**config.mk**
```make
export PLATFORM = sky130hd
export DESIGN_NAME = spi_peripheral_slave_flat
export DESIGN_NICKNAME = d
export VERILOG_FILES = /design/src/rtl/spi_slv_pkg.sv /design/src/rtl/spi_peripheral_slave_if.sv /design/src/rtl/spi_slv_sync.sv /design/src/rtl/spi_peripheral_slave.sv /design/src/flat_wrapper.sv
export SDC_FILE = /design/constraint.sdc
export NUM_CORES = 1
export LEC_CHECK = 0
export CAP_MARGIN = 20
export CORE_UTILIZATION = 57
export DETAILED_ROUTE_END_ITERATION = 8
export GPL_TIMING_DRIVEN = 0
export PLACE_DENSITY = 0.84
export SETUP_SLACK_MARGIN = 0.5
export SYNTH_ARGS = -nofsm -noshare
export SYNTH_HDL_FRONTEND = slang
export SYNTH_SLANG_ARGS = --single-unit
```
**constraint.sdc**
```tcl
create_clock -name PCLK -period 4.74 [get_ports PCLK]
set_input_delay 0.948 -clock PCLK [delete_from_list [all_inputs] [get_ports PCLK]]
set_output_delay 0.948 -clock PCLK [all_outputs]
set_load 0.01 [all_outputs]
```
**src/rtl/spi_slv_pkg.sv**
```systemverilog
// Shared types, constants and helpers for the SPI peripheral slave.
`timescale 1ns/1ps
package spi_slv_pkg;

    typedef enum logic {
        IDLE   = 1'b0,
        ACTIVE = 1'b1
    } spi_slv_state_t;

    localparam int                SPI_SLV_BITS             = 8;
    localparam logic [2:0]        SPI_SLV_LAST_BIT         = 3'(SPI_SLV_BITS - 1);
    localparam logic [7:0]        SPI_SLV_UNDERRUN_DEFAULT = 8'hFF;

    // Maps "bits already transferred" to the bit position inside the byte.
    function automatic logic [2:0] bit_index(input logic [2:0] cnt, input logic lsb_first);
        if (lsb_first) begin
            return cnt;
        end else begin
            return 3'd7 - cnt;
        end
    endfunction

endpackage

```
**src/rtl/spi_peripheral_slave_if.sv**
```systemverilog
// Bus bundle between the SPI slave and its serial master / local logic.
`timescale 1ns/1ps
interface spi_peripheral_slave_if;
    logic       sclk;
    logic       ss;
    logic       mosi;
    logic       miso;
    logic       miso_oe;
    logic       cpol;
    logic       cpha;
    logic       lsbfe;
    logic [7:0] tx_data;
    logic       tx_valid;
    logic       tx_ready;
    logic [7:0] rx_data;
    logic       rx_valid;
    logic       rx_ack;
    logic       rx_overrun;
    logic       rx_ovr_clr;
    logic       tx_underrun;
    logic       busy;

    modport slave (
        input  sclk, ss, mosi, cpol, cpha, lsbfe, tx_data, tx_valid, rx_ack, rx_ovr_clr,
        output miso, miso_oe, tx_ready, rx_data, rx_valid, rx_overrun, tx_underrun, busy
    );

    modport master (
        output sclk, ss, mosi, cpol, cpha, lsbfe, tx_data, tx_valid, rx_ack, rx_ovr_clr,
        input  miso, miso_oe, tx_ready, rx_data, rx_valid, rx_overrun, tx_underrun, busy
    );
endinterface

```
**src/rtl/spi_slv_sync.sv**
```systemverilog
// Multi-flop synchronizer with rise/fall pulses derived from the synchronized level.
`timescale 1ns/1ps
module spi_slv_sync #(
    parameter int   STAGES    = 2,
    parameter logic RESET_VAL = 1'b0
) (
    input  logic clk,
    input  logic rst,
    input  logic d,
    output logic q,
    output logic rise,
    output logic fall
);
    logic [STAGES-1:0] chain_r;
    logic              prev_r;

    // Shift the asynchronous input through the chain and remember the previous level.
    always_ff @(posedge clk or posedge rst) begin
        if (rst) begin
            chain_r <= {STAGES{RESET_VAL}};
            prev_r  <= RESET_VAL;
        end else begin
            chain_r <= {chain_r[STAGES-2:0], d};
            prev_r  <= chain_r[STAGES-1];
        end
    end

    assign q    = chain_r[STAGES-1];
    assign rise = chain_r[STAGES-1] & ~prev_r;
    assign fall = ~chain_r[STAGES-1] & prev_r;
endmodule

```
**src/rtl/spi_peripheral_slave.sv**
```systemverilog
// Byte-oriented SPI slave: all CPOL/CPHA modes, MSB/LSB first, one-deep TX and RX holding.
// Optional feature macro: SPI_SLV_OVERRUN_EN (drop new bytes while rx_valid is pending).
`timescale 1ns/1ps
import spi_slv_pkg::*;

module spi_peripheral_slave #(
    parameter int         SYNC_STAGES   = 2,
    parameter logic [7:0] UNDERRUN_BYTE = SPI_SLV_UNDERRUN_DEFAULT
) (
    input  logic                  PCLK,
    input  logic                  PRESET,
    spi_peripheral_slave_if.slave sp
);
    spi_slv_state_t state_r, state_next_s;

    logic sclk_sync_unused_s, ss_sync_unused_s, mosi_rise_unused_s, mosi_fall_unused_s;
    logic sclk_rise_s, sclk_fall_s, ss_rise_s, ss_fall_s, mosi_s;

    logic lead_s, trail_s, entry_s, exit_s, run_s, sample_s, shift_s, done_s, byte_start_s;
    logic [SPI_SLV_BITS-1:0] rx_next_s, start_byte_s;

    logic [2:0]              bit_cnt_r;
    logic [SPI_SLV_BITS-1:0] tx_shift_r, hold_data_r, rx_shift_r, rx_data_r;
    logic                    hold_full_r, miso_r, rx_valid_r, tx_underrun_r;

    spi_slv_sync #(.STAGES(SYNC_STAGES), .RESET_VAL(1'b0)) u_sclk_sync (
        .clk(PCLK), .rst(PRESET), .d(sp.sclk),
        .q(sclk_sync_unused_s), .rise(sclk_rise_s), .fall(sclk_fall_s)
    );
    spi_slv_sync #(.STAGES(SYNC_STAGES), .RESET_VAL(1'b1)) u_ss_sync (
        .clk(PCLK), .rst(PRESET), .d(sp.ss),
        .q(ss_sync_unused_s), .rise(ss_rise_s), .fall(ss_fall_s)
    );
    spi_slv_sync #(.STAGES(SYNC_STAGES), .RESET_VAL(1'b0)) u_mosi_sync (
        .clk(PCLK), .rst(PRESET), .d(sp.mosi),
        .q(mosi_s), .rise(mosi_rise_unused_s), .fall(mosi_fall_unused_s)
    );

    // FSM state register.
    always_ff @(posedge PCLK or posedge PRESET) begin
        if (PRESET) begin
            state_r <= IDLE;
        end else begin
            state_r <= state_next_s;
        end
    end

    // FSM next state: select opens a frame, deselect closes it from any bit position.
    always_comb begin
        state_next_s = state_r;
        case (state_r)
            IDLE:    if (ss_fall_s) state_next_s = ACTIVE; else state_next_s = IDLE;
            ACTIVE:  if (ss_rise_s) state_next_s = IDLE;   else state_next_s = ACTIVE;
            default: state_next_s = IDLE;
        endcase
    end

    // Decode mode-dependent edges into sample/shift/byte-start strobes.
    always_comb begin
        lead_s       = sp.cpol ? sclk_fall_s : sclk_rise_s;
        trail_s      = sp.cpol ? sclk_rise_s : sclk_fall_s;
        entry_s      = (state_r == IDLE) && ss_fall_s;
        exit_s       = (state_r == ACTIVE) && ss_rise_s;
        run_s        = (state_r == ACTIVE) && !ss_rise_s;
        sample_s     = run_s && (sp.cpha ? trail_s : lead_s);
        // In CPHA=0 the first bit is already on miso at byte start, so the trailing
        // edge right after a byte boundary must not advance it again.
        shift_s      = run_s && (sp.cpha ? lead_s : (trail_s && (bit_cnt_r != 3'd0)));
        done_s       = sample_s && (bit_cnt_r == SPI_SLV_LAST_BIT);
        byte_start_s = entry_s || done_s;
        rx_next_s    = sp.lsbfe ? {mosi_s, rx_shift_r[SPI_SLV_BITS-1:1]}
                                : {rx_shift_r[SPI_SLV_BITS-2:0], mosi_s};
        start_byte_s = hold_full_r ? hold_data_r : UNDERRUN_BYTE;
    end

    // Serial engine: bit counter, TX shift register, miso and the underrun pulse.
    always_ff @(posedge PCLK or posedge PRESET) begin
        if (PRESET) begin
            bit_cnt_r     <= 3'd0;
            tx_shift_r    <= 8'h00;
            rx_shift_r    <= 8'h00;
            miso_r        <= 1'b0;
            tx_underrun_r <= 1'b0;
        end else begin
            tx_underrun_r <= 1'b0;
            if (exit_s) begin
                bit_cnt_r <= 3'd0;
                miso_r    <= 1'b0;
            end else if (byte_start_s) begin
                bit_cnt_r     <= 3'd0;
                tx_shift_r    <= start_byte_s;
                miso_r        <= start_byte_s[bit_index(3'd0, sp.lsbfe)];
                tx_underrun_r <= !hold_full_r;
            end else if (sample_s) begin
                bit_cnt_r  <= bit_cnt_r + 3'd1;
                rx_shift_r <= rx_next_s;
            end else if (shift_s) begin
                miso_r <= tx_shift_r[bit_index(bit_cnt_r, sp.lsbfe)];
            end else begin
                bit_cnt_r <= bit_cnt_r;
            end
        end
    end

    // TX holding register: filled by the local handshake, emptied by a byte start.
    always_ff @(posedge PCLK or posedge PRESET) begin
        if (PRESET) begin
            hold_full_r <= 1'b0;
            hold_data_r <= 8'h00;
        end else if (byte_start_s && hold_full_r) begin
            hold_full_r <= 1'b0;
        end else if (sp.tx_valid && !hold_full_r) begin
            hold_full_r <= 1'b1;
            hold_data_r <= sp.tx_data;
        end else begin
            hold_full_r <= hold_full_r;
        end
    end

    // RX holding register: a completing byte wins over a same-cycle acknowledge.
    always_ff @(posedge PCLK or posedge PRESET) begin
        if (PRESET) begin
            rx_data_r  <= 8'h00;
            rx_valid_r <= 1'b0;
        end else if (done_s) begin
`ifdef SPI_SLV_OVERRUN_EN
            if (rx_valid_r && !sp.rx_ack) begin
                rx_data_r <= rx_data_r;
            end else begin
                rx_data_r  <= rx_next_s;
                rx_valid_r <= 1'b1;
            end
`else
            rx_data_r  <= rx_next_s;
            rx_valid_r <= 1'b1;
`endif
        end else if (sp.rx_ack && rx_valid_r) begin
            rx_valid_r <= 1'b0;
        end else begin
            rx_valid_r <= rx_valid_r;
        end
    end

`ifdef SPI_SLV_OVERRUN_EN
    logic rx_overrun_r;

    // Sticky overrun flag; a new overrun beats a simultaneous clear.
    always_ff @(posedge PCLK or posedge PRESET) begin
        if (PRESET) begin
            rx_overrun_r <= 1'b0;
        end else if (done_s && rx_valid_r && !sp.rx_ack) begin
            rx_overrun_r <= 1'b1;
        end else if (sp.rx_ovr_clr) begin
            rx_overrun_r <= 1'b0;
        end else begin
            rx_overrun_r <= rx_overrun_r;
        end
    end

    assign sp.rx_overrun = rx_overrun_r;
`else
    logic ovr_clr_unused_s;
    assign ovr_clr_unused_s = sp.rx_ovr_clr;
    assign sp.rx_overrun    = 1'b0;
`endif

    assign sp.miso        = miso_r;
    assign sp.miso_oe     = (state_r == ACTIVE);
    assign sp.busy        = (state_r == ACTIVE);
    assign sp.tx_ready    = !hold_full_r;
    assign sp.rx_data     = rx_data_r;
    assign sp.rx_valid    = rx_valid_r;
    assign sp.tx_underrun = tx_underrun_r;
endmodule

```
**src/flat_wrapper.sv**
```systemverilog
// flat-port wrapper written by rule: the top's interface ports become plain ports
module spi_peripheral_slave_flat 
#(
    parameter int         SYNC_STAGES   = 2,
    parameter logic [7:0] UNDERRUN_BYTE = SPI_SLV_UNDERRUN_DEFAULT
)
  (PCLK, PRESET, sp_sclk, sp_ss, sp_mosi, sp_cpol, sp_cpha, sp_lsbfe, sp_tx_data, sp_tx_valid, sp_rx_ack, sp_rx_ovr_clr, sp_miso, sp_miso_oe, sp_tx_ready, sp_rx_data, sp_rx_valid, sp_rx_overrun, sp_tx_underrun, sp_busy);
  spi_peripheral_slave_if sp_i ();
  input  logic PCLK;
  input  logic PRESET;
  input wire logic [$bits(sp_i.sclk)-1:0] sp_sclk;
  input wire logic [$bits(sp_i.ss)-1:0] sp_ss;
  input wire logic [$bits(sp_i.mosi)-1:0] sp_mosi;
  input wire logic [$bits(sp_i.cpol)-1:0] sp_cpol;
  input wire logic [$bits(sp_i.cpha)-1:0] sp_cpha;
  input wire logic [$bits(sp_i.lsbfe)-1:0] sp_lsbfe;
  input wire logic [$bits(sp_i.tx_data)-1:0] sp_tx_data;
  input wire logic [$bits(sp_i.tx_valid)-1:0] sp_tx_valid;
  input wire logic [$bits(sp_i.rx_ack)-1:0] sp_rx_ack;
  input wire logic [$bits(sp_i.rx_ovr_clr)-1:0] sp_rx_ovr_clr;
  output wire logic [$bits(sp_i.miso)-1:0] sp_miso;
  output wire logic [$bits(sp_i.miso_oe)-1:0] sp_miso_oe;
  output wire logic [$bits(sp_i.tx_ready)-1:0] sp_tx_ready;
  output wire logic [$bits(sp_i.rx_data)-1:0] sp_rx_data;
  output wire logic [$bits(sp_i.rx_valid)-1:0] sp_rx_valid;
  output wire logic [$bits(sp_i.rx_overrun)-1:0] sp_rx_overrun;
  output wire logic [$bits(sp_i.tx_underrun)-1:0] sp_tx_underrun;
  output wire logic [$bits(sp_i.busy)-1:0] sp_busy;
  assign sp_i.sclk = sp_sclk;
  assign sp_i.ss = sp_ss;
  assign sp_i.mosi = sp_mosi;
  assign sp_i.cpol = sp_cpol;
  assign sp_i.cpha = sp_cpha;
  assign sp_i.lsbfe = sp_lsbfe;
  assign sp_i.tx_data = sp_tx_data;
  assign sp_i.tx_valid = sp_tx_valid;
  assign sp_i.rx_ack = sp_rx_ack;
  assign sp_i.rx_ovr_clr = sp_rx_ovr_clr;
  assign sp_miso = sp_i.miso;
  assign sp_miso_oe = sp_i.miso_oe;
  assign sp_tx_ready = sp_i.tx_ready;
  assign sp_rx_data = sp_i.rx_data;
  assign sp_rx_valid = sp_i.rx_valid;
  assign sp_rx_overrun = sp_i.rx_overrun;
  assign sp_tx_underrun = sp_i.tx_underrun;
  assign sp_busy = sp_i.busy;
  spi_peripheral_slave #(.SYNC_STAGES(SYNC_STAGES), .UNDERRUN_BYTE(UNDERRUN_BYTE)) u_core (.PCLK(PCLK), .PRESET(PRESET), .sp(sp_i));
endmodule
```
==> impl_metrics.yaml, run 1 <==
logic_synthesis:
  synth_area_mm2: 0.00222
  ys.flop_type: "dfrtp_1"
  seq_area_frac_synth: 0.544
  netlist.top_cell.by_area: "dfrtp_1"
  synth_edf_count: 0
  avgSynthCellArea_um2: 11.6
  synth_top_cell_area_share: 0.508
  synth.net_count: 213
  synth.distinct_cells: 44
  synthArstFlopShare: 1.00
  ys_ff_latch: 48
  syn_inst: 191
  synthTopCellsByArea: "dfrtp_1 51%, mux2_2 8.1%, mux2i_1 4.1%, dfstp_2 3.6%, nand2b_1 3.4%"
  synth_warnings: 0
timing:
  hold_viol: 0
  fin_tns_setup_ns: 0
  finalClockSkew_ns: 0.00787
  worstMarginPinSlew_ns: 0.505
  relSlewSlack: 0.663
  rsz0062_at_grt: "false"
  fmax_ghz: 0.348
  slew_violations: 0
  setup_violations: 0
  period_minus_slack_ns: 2.88
  post-route-period-util: 0.607
placed_design:
  port_buffers: 30
  dp_hpwl_um: 3070
  place.gp.congestion: 0.786
worst_setup_path:
  rrSetupSlack_ns: 2.78
  worst_r2r_startpoint: "u_core.bit_cnt_r[0]$_DFFE_PP0P_"
  r2r_cells: 6
  worstPathMaxFanout: 10
  cp-endpoint: "u_core.tx_shift_r[6]$_DFFE_PP0P_"
  start_kind: "input pin"
  worstSetupPathType: "in2reg"
  cp.arrival_ns: 3.07
  r2r-end: "u_core.tx_shift_r[6]$_DFFE_PP0P_"
  critPathRequiredTime_ns: 4.93
  cp-startpoint: "sp_cpha"
  end_kind: "flip-flop"
detailed_routing:
  drtIter0Drc: 48
  vias_per_cell: 5.43
  vias: 1510
  first_pass_iters: 4
  wirelength_um: 4010
  drc: 0
  ant_nets: 0
  routedWlPerCell_um: 14.4
cts:
  cts_tree: "done"
  cts_buffers: 5
  cts_max_level: 2
  clockBufferDepth: 2
  post_cts_resized: 0
  insertion_delay_ns: 0.31
  post_cts_buffers: 0
  cts-root-buf: "clkbuf_8"
  cts_hold_buf: 0
  path_clk_slew_ns: 0.08
  cts_num_sinks: 48
outcome:
  status: "finished clean"
global_route:
  grt_pass1_wl_um: 6840
  grt_pass1_vias: 1538
  antenna_found_initial: 0
  grt_overflow: 0
  grt_max_degree: 27
  track_usage: 0.221
floorplan:
  io-pin-count: 34
  die_area_mm2: 0.00414
  start_util: 0.601
  rows: 22
  core_mm2: 0.00369
  die_w_um: 64.4
  die_height_um: 64.4
finish:
  antenna_cells: 0
  n_fill_cell: 266
  nets: 251
  utilization: 0.732
  drive_gt1_frac: 0.191
  syn2layout_area_growth_pct: 21.9
worst_hold_path:
  hold_class: "reg2reg"
  hold_path_startpoint: "u_core.u_ss_sync.chain_r[0]$_DFF_PP1_"
power:
  switching_share: 0.312
  peakVddDrop_v: 0.000313
  power.switching_mw: 0.377
  pwr-share-seq: 0.505
  intPower_mw: 0.830
  cellLeakagePower_nw: 1.14
  clock_power_share: 0.212
  pwr_density_cell_mw_per_mm2: 447
  power_frac_comb: 0.283
run:
  cap_violations: 0
==> worst min path at each step <==
stage                                                    endpoint  slack, ns  cells past startpoint
final                       u_core.u_ss_sync.chain_r[1]$_DFF_PP1_       0.36                      0
after global routing        u_core.u_ss_sync.chain_r[1]$_DFF_PP1_       0.37                      0
after CTS                   u_core.u_ss_sync.chain_r[1]$_DFF_PP1_       0.36                      0
after detailed placement    u_core.u_ss_sync.chain_r[1]$_DFF_PP1_       0.35                      0
after global placement    u_core.u_mosi_sync.chain_r[1]$_DFF_PP0_       0.33                      0
after floorplan           u_core.u_mosi_sync.chain_r[1]$_DFF_PP0_       0.33                      0
==> worst max-delay path, cell delays in order <==
cell	delay [ns]
clkdlybuf4s50_1	0.55
xor2_1	0.23
mux2i_2	0.44
nor2_2	0.11
a31oi_4	0.40
mux2_2	0.39
==> metal layers <==
metal  vias to the layer above  share of wire  track usage
li1                        736              -            -
met1                       721           0.42        0.257
met2                        45           0.52        0.380
met3                         8          0.045       0.0589
met4                         0          0.020        0.100
met5                         -              0            0
==> placed cells by master, fill, tap and decap left out, types with 2 or more instances in the layout <==
cell,count
a21o_1,2
nand2_1,14
a21oi_1,12
buf_2,4
o21ai_1,7
mux4_2,2
mux2_2,16
nor2b_1,4
clkbuf_8,6
clkdlybuf4s50_1,30
inv_1,5
dfstp_2,3
o21ai_0,5
clkbuf_1,4
dfrtp_1,45
nor2_1,12
ha_1,3
a211oi_1,3
nand2b_1,12
mux2i_1,9
buf_4,2
a22o_1,2
==> state kept, by name, summed over array words and instances (netlist names), 2 cells and up <==
signal,count
u_core.tx_shift_r,8
u_core.u_sclk_sync.chain_r,2
u_core.bit_cnt_r,3
u_core.u_mosi_sync.chain_r,2
u_core.rx_shift_r,8
u_core.u_ss_sync.chain_r,2
u_core.hold_data_r,8
u_core.sp.rx_data,8
==> power groups by stage <==
stage | registers (mW) | logic (mW) | clock network, mW
2_1_floorplan | 0.587 | 0.256 | 0
3_3_place_gp | 0.602 | 0.318 | 0
3_5_place_dp | 0.614 | 0.343 | 0
4_1_cts | 0.606 | 0.347 | 0.263
5_1_grt | 0.621 | 0.380 | 0.280
6_report | 0.609 | 0.342 | 0.256
==> cells in the mapped netlist, drive strengths merged (3+ instances only) <==
cell type and n:
a211oi 3, a21oi 12, buf 7, clkbuf 4, dfrtp 45, dfstp 3, ha 3, inv 6
mux2 17, mux2i 10, nand2 14, nand2b 12, nor2 13, nor2b 4, o21ai 13
==> logic make-up after synthesis <==
group | after synthesis | share of synthesized area
DFF | 48 | 0.544
other | 1 | 0.00169
adders and majority gates | 3 | 0.0169
xor gates and xnor gates | 2 | 0.00791
muxes | 29 | 0.154
AOI/OAI and AO/OA | 38 | 0.111
buffers and inverters | 17 | 0.0378
and+or+nand+nor | 53 | 0.128
==> through the flow <==
stage | worst slack, ns | hold WS [ns] | cells | cell area, um^2 | total power [mW]
after floorplan | 2.34 | 0.331 | 191 | 2220 | 0.843
after CTS | 1.87 | 0.363 | 278 | 2700 | 1.22
after detailed placement | 1.58 | 0.350 | 270 | 2600 | 0.957
after global routing | 1.79 | 0.365 | 278 | 2700 | 1.28
final | 1.86 | 0.360 | 278 | 2700 | 1.21
after global placement | 1.64 | 0.334 | 269 | 2580 | 0.920
==> area by class of cell <==
class	count	area, um^2	share of cell area
well taps	48	60.1	0.0222
multi-input cells	126	927	0.343
plain buffers	11	61.3	0.0227
inverters	6	22.5	0.00834
repair buffers	31	328	0.121
clock inverters	2	13.8	0.00510
clock buffers	6	82.6	0.0306
flip-flops and latches	48	1200	0.446
Note: power is estimated with default switching activity, not from simulation.
==> run 2, diff against run 1 <==
Settings changed: CORE_UTILIZATION 57 to 53, PLACE_DENSITY 0.84 to 0.79.
Clock period 4.74 ns to 2.8 ns, I/O delays scaled along.
==> run 2 against run 1 <==
Against the previous run: sequential cell count unchanged; first-iteration DRC count up 90%; non-clock buffer count up 4; worst hold slack worse by 0.0077 ns; highest routed layer unchanged.
==> impl_metrics.yaml, run 2 (same netlist as run 1, synthesis figures left out) <==
worst_setup_path:
  critPathRequiredTime_ns: 2.99
  end_kind: "flip-flop"
  worstSetupPathType: "in2reg"
  slowest_stage: "clkdlybuf4s50_1"
  cp.arrival_ns: 2.39
  path_buf_inv: 4
  critPathMaxStageDelay_ns: 0.50
  start_kind: "input pin"
  worstPathMaxFanout: 10
  crit_chain: "clkdlybuf4s50_1 -> xor2_2 -> mux2i_2 -> buf_4 -> or3_1 -> buf_2 -> buf_6 -> nand2_1 -> o21ai_1"
  crit_family: "buffers and inverters"
finish:
  final_common_cell: "dfrtp_1"
  drive_gt1_frac: 0.209
  final_cells: 284
  nets: 255
  most-common-layout-cells: "45 x dfrtp_1, 30 x clkdlybuf4s50_1, 16 x mux2_2"
  antenna_cells: 0
  stdcell_area_mm2: 0.00274
  syn2layout_area_growth_pct: 23.8
worst_hold_path:
  hold_class: "reg2reg"
power:
  power_frac_comb: 0.284
  pwr-share-seq: 0.508
  power.switching_mw: 0.625
  switching_share: 0.307
  cellLeakagePower_nw: 1.16
  intPower_mw: 1.41
  peakVddDrop_v: 0.000469
  clock_power_share: 0.208
  pwr_density_cell_mw_per_mm2: 742
  total_power_mw: 2.04
cts:
  cts_buffers: 5
  cts_num_sinks: 48
  cts_tree: "done"
  path_clk_slew_ns: 0.08
  clockBufferDepth: 2
  insertion_delay_ns: 0.30
  cts_max_level: 2
  cts-root-buf: "clkbuf_8"
placed_design:
  port_buffers: 30
  place.gp.congestion: 0.847
  dpl_cell_area_mm2: 0.00260
  placedCellCount: 272
  dp_hpwl_um: 2890
run:
  cap_violations: 0
floorplan:
  die_area_mm2: 0.00444
  die_height_um: 66.7
  start_util: 0.554
  core_mm2: 0.00400
  die_w_um: 66.7
  io-pin-count: 34
  rows: 23
detailed_routing:
  routedWlPerCell_um: 14.1
  vias: 1516
  wirelength_um: 3990
  drtIter0Drc: 91
  top_layer_used: "met4"
  ant_nets: 0
  wl_met2_um: 1890
  met3_length_um: 139
  m1WireLength_um: 1910
  vias_per_cell: 5.34
  first_pass_iters: 4
  drc: 0
timing:
  rsz0062_at_grt: "false"
  slew_violations: 0
  fin_tns_setup_ns: 0
  post-route-period-util: 0.786
  period_minus_slack_ns: 2.20
  setup_violations: 0
  hold_viol: 0
  finalClockSkew_ns: 0.00558
  fmax_ghz: 0.454
global_route:
  grt_max_degree: 42
  grt_pass1_vias: 1457
  antenna_found_initial: 0
  grt_overflow: 0
  grt_pass1_wl_um: 6710
  track_usage: 0.208
outcome:
  status: "finished clean"
==> run 2: cell types whose count changed in the layout (fill, tap and decap cells not counted), sizes merged <==
cell and change:
buf +4, clkbuf +1, clkinv -1, clkinvlp +1, inv -1
==> run 2: worst paths after layout <==
check                                                             start                                       to  slack, ns  cells past startpoint
worst max-delay path                                            sp_cpol         u_core.sp.rx_data[5]$_DFFE_PP0P_       0.60                      9
worst min-delay path            u_core.u_mosi_sync.chain_r[0]$_DFF_PP0_  u_core.u_mosi_sync.chain_r[1]$_DFF_PP0_       0.35                      0
worst max register to register        u_core.u_ss_sync.prev_r$_DFF_PP1_         u_core.sp.rx_data[5]$_DFFE_PP0P_       0.90                      7
worst min register to register  u_core.u_mosi_sync.chain_r[0]$_DFF_PP0_  u_core.u_mosi_sync.chain_r[1]$_DFF_PP0_       0.35                      0
max in group asynchronous                                        PRESET    u_core.u_ss_sync.chain_r[1]$_DFF_PP1_       1.81                      3
min in group asynchronous                                        PRESET        u_core.hold_data_r[7]$_DFFE_PP0P_       0.47                      2
==> run 2: area by class of cell <==
type / instances / area, um^2
clock buffers: 7 / 86.3
flip-flops and latches: 48 / 1200
inverters: 6 / 22.5
repair buffers: 35 / 363
plain buffers: 11 / 62.6
well taps: 50 / 62.6
clock inverters: 1 / 7.51
multi-input cells: 126 / 935
fillers: 318 / 1260
==> run 2: per-stage QoR <==
step                      worst slack (ns)  hold WS [ns]  utilization
final                                0.598         0.353        0.686
after CTS                            0.512         0.356        0.675
after global routing                 0.507         0.370        0.686
after detailed placement            0.0253         0.336        0.650
after global placement              0.0616         0.332        0.645
after floorplan                      0.792         0.331            -
==> run 2: repair_timing <==
action / in CTS / in global routing
gates cloned: 0 / 0
setup buffers: 1 / 3
endpoints found under the hold margin: 0 / 0
resized for setup: 0 / 3
hold buffers: 0 / 0
endpoints found under the setup margin: 8 / 12
pin swaps: 0 / 2
==> run 2: routing by layer <==
layer | vias up | global-route usage
met1 | 737 | 0.267
met2 | 25 | 0.340
met5 | - | 0
met4 | 0 | 0.0638
met3 | 7 | 0.0565
li1 | 747 | -
==> run 2: power groups by stage <==
stage | sequential [mW] | combinational (mW) | clock (mW)
2_1_floorplan | 0.993 | 0.433 | 0
3_3_place_gp | 1.03 | 0.545 | 0
3_5_place_dp | 1.04 | 0.573 | 0
4_1_cts | 1.03 | 0.577 | 0.438
5_1_grt | 1.06 | 0.642 | 0.466
6_report | 1.03 | 0.578 | 0.425
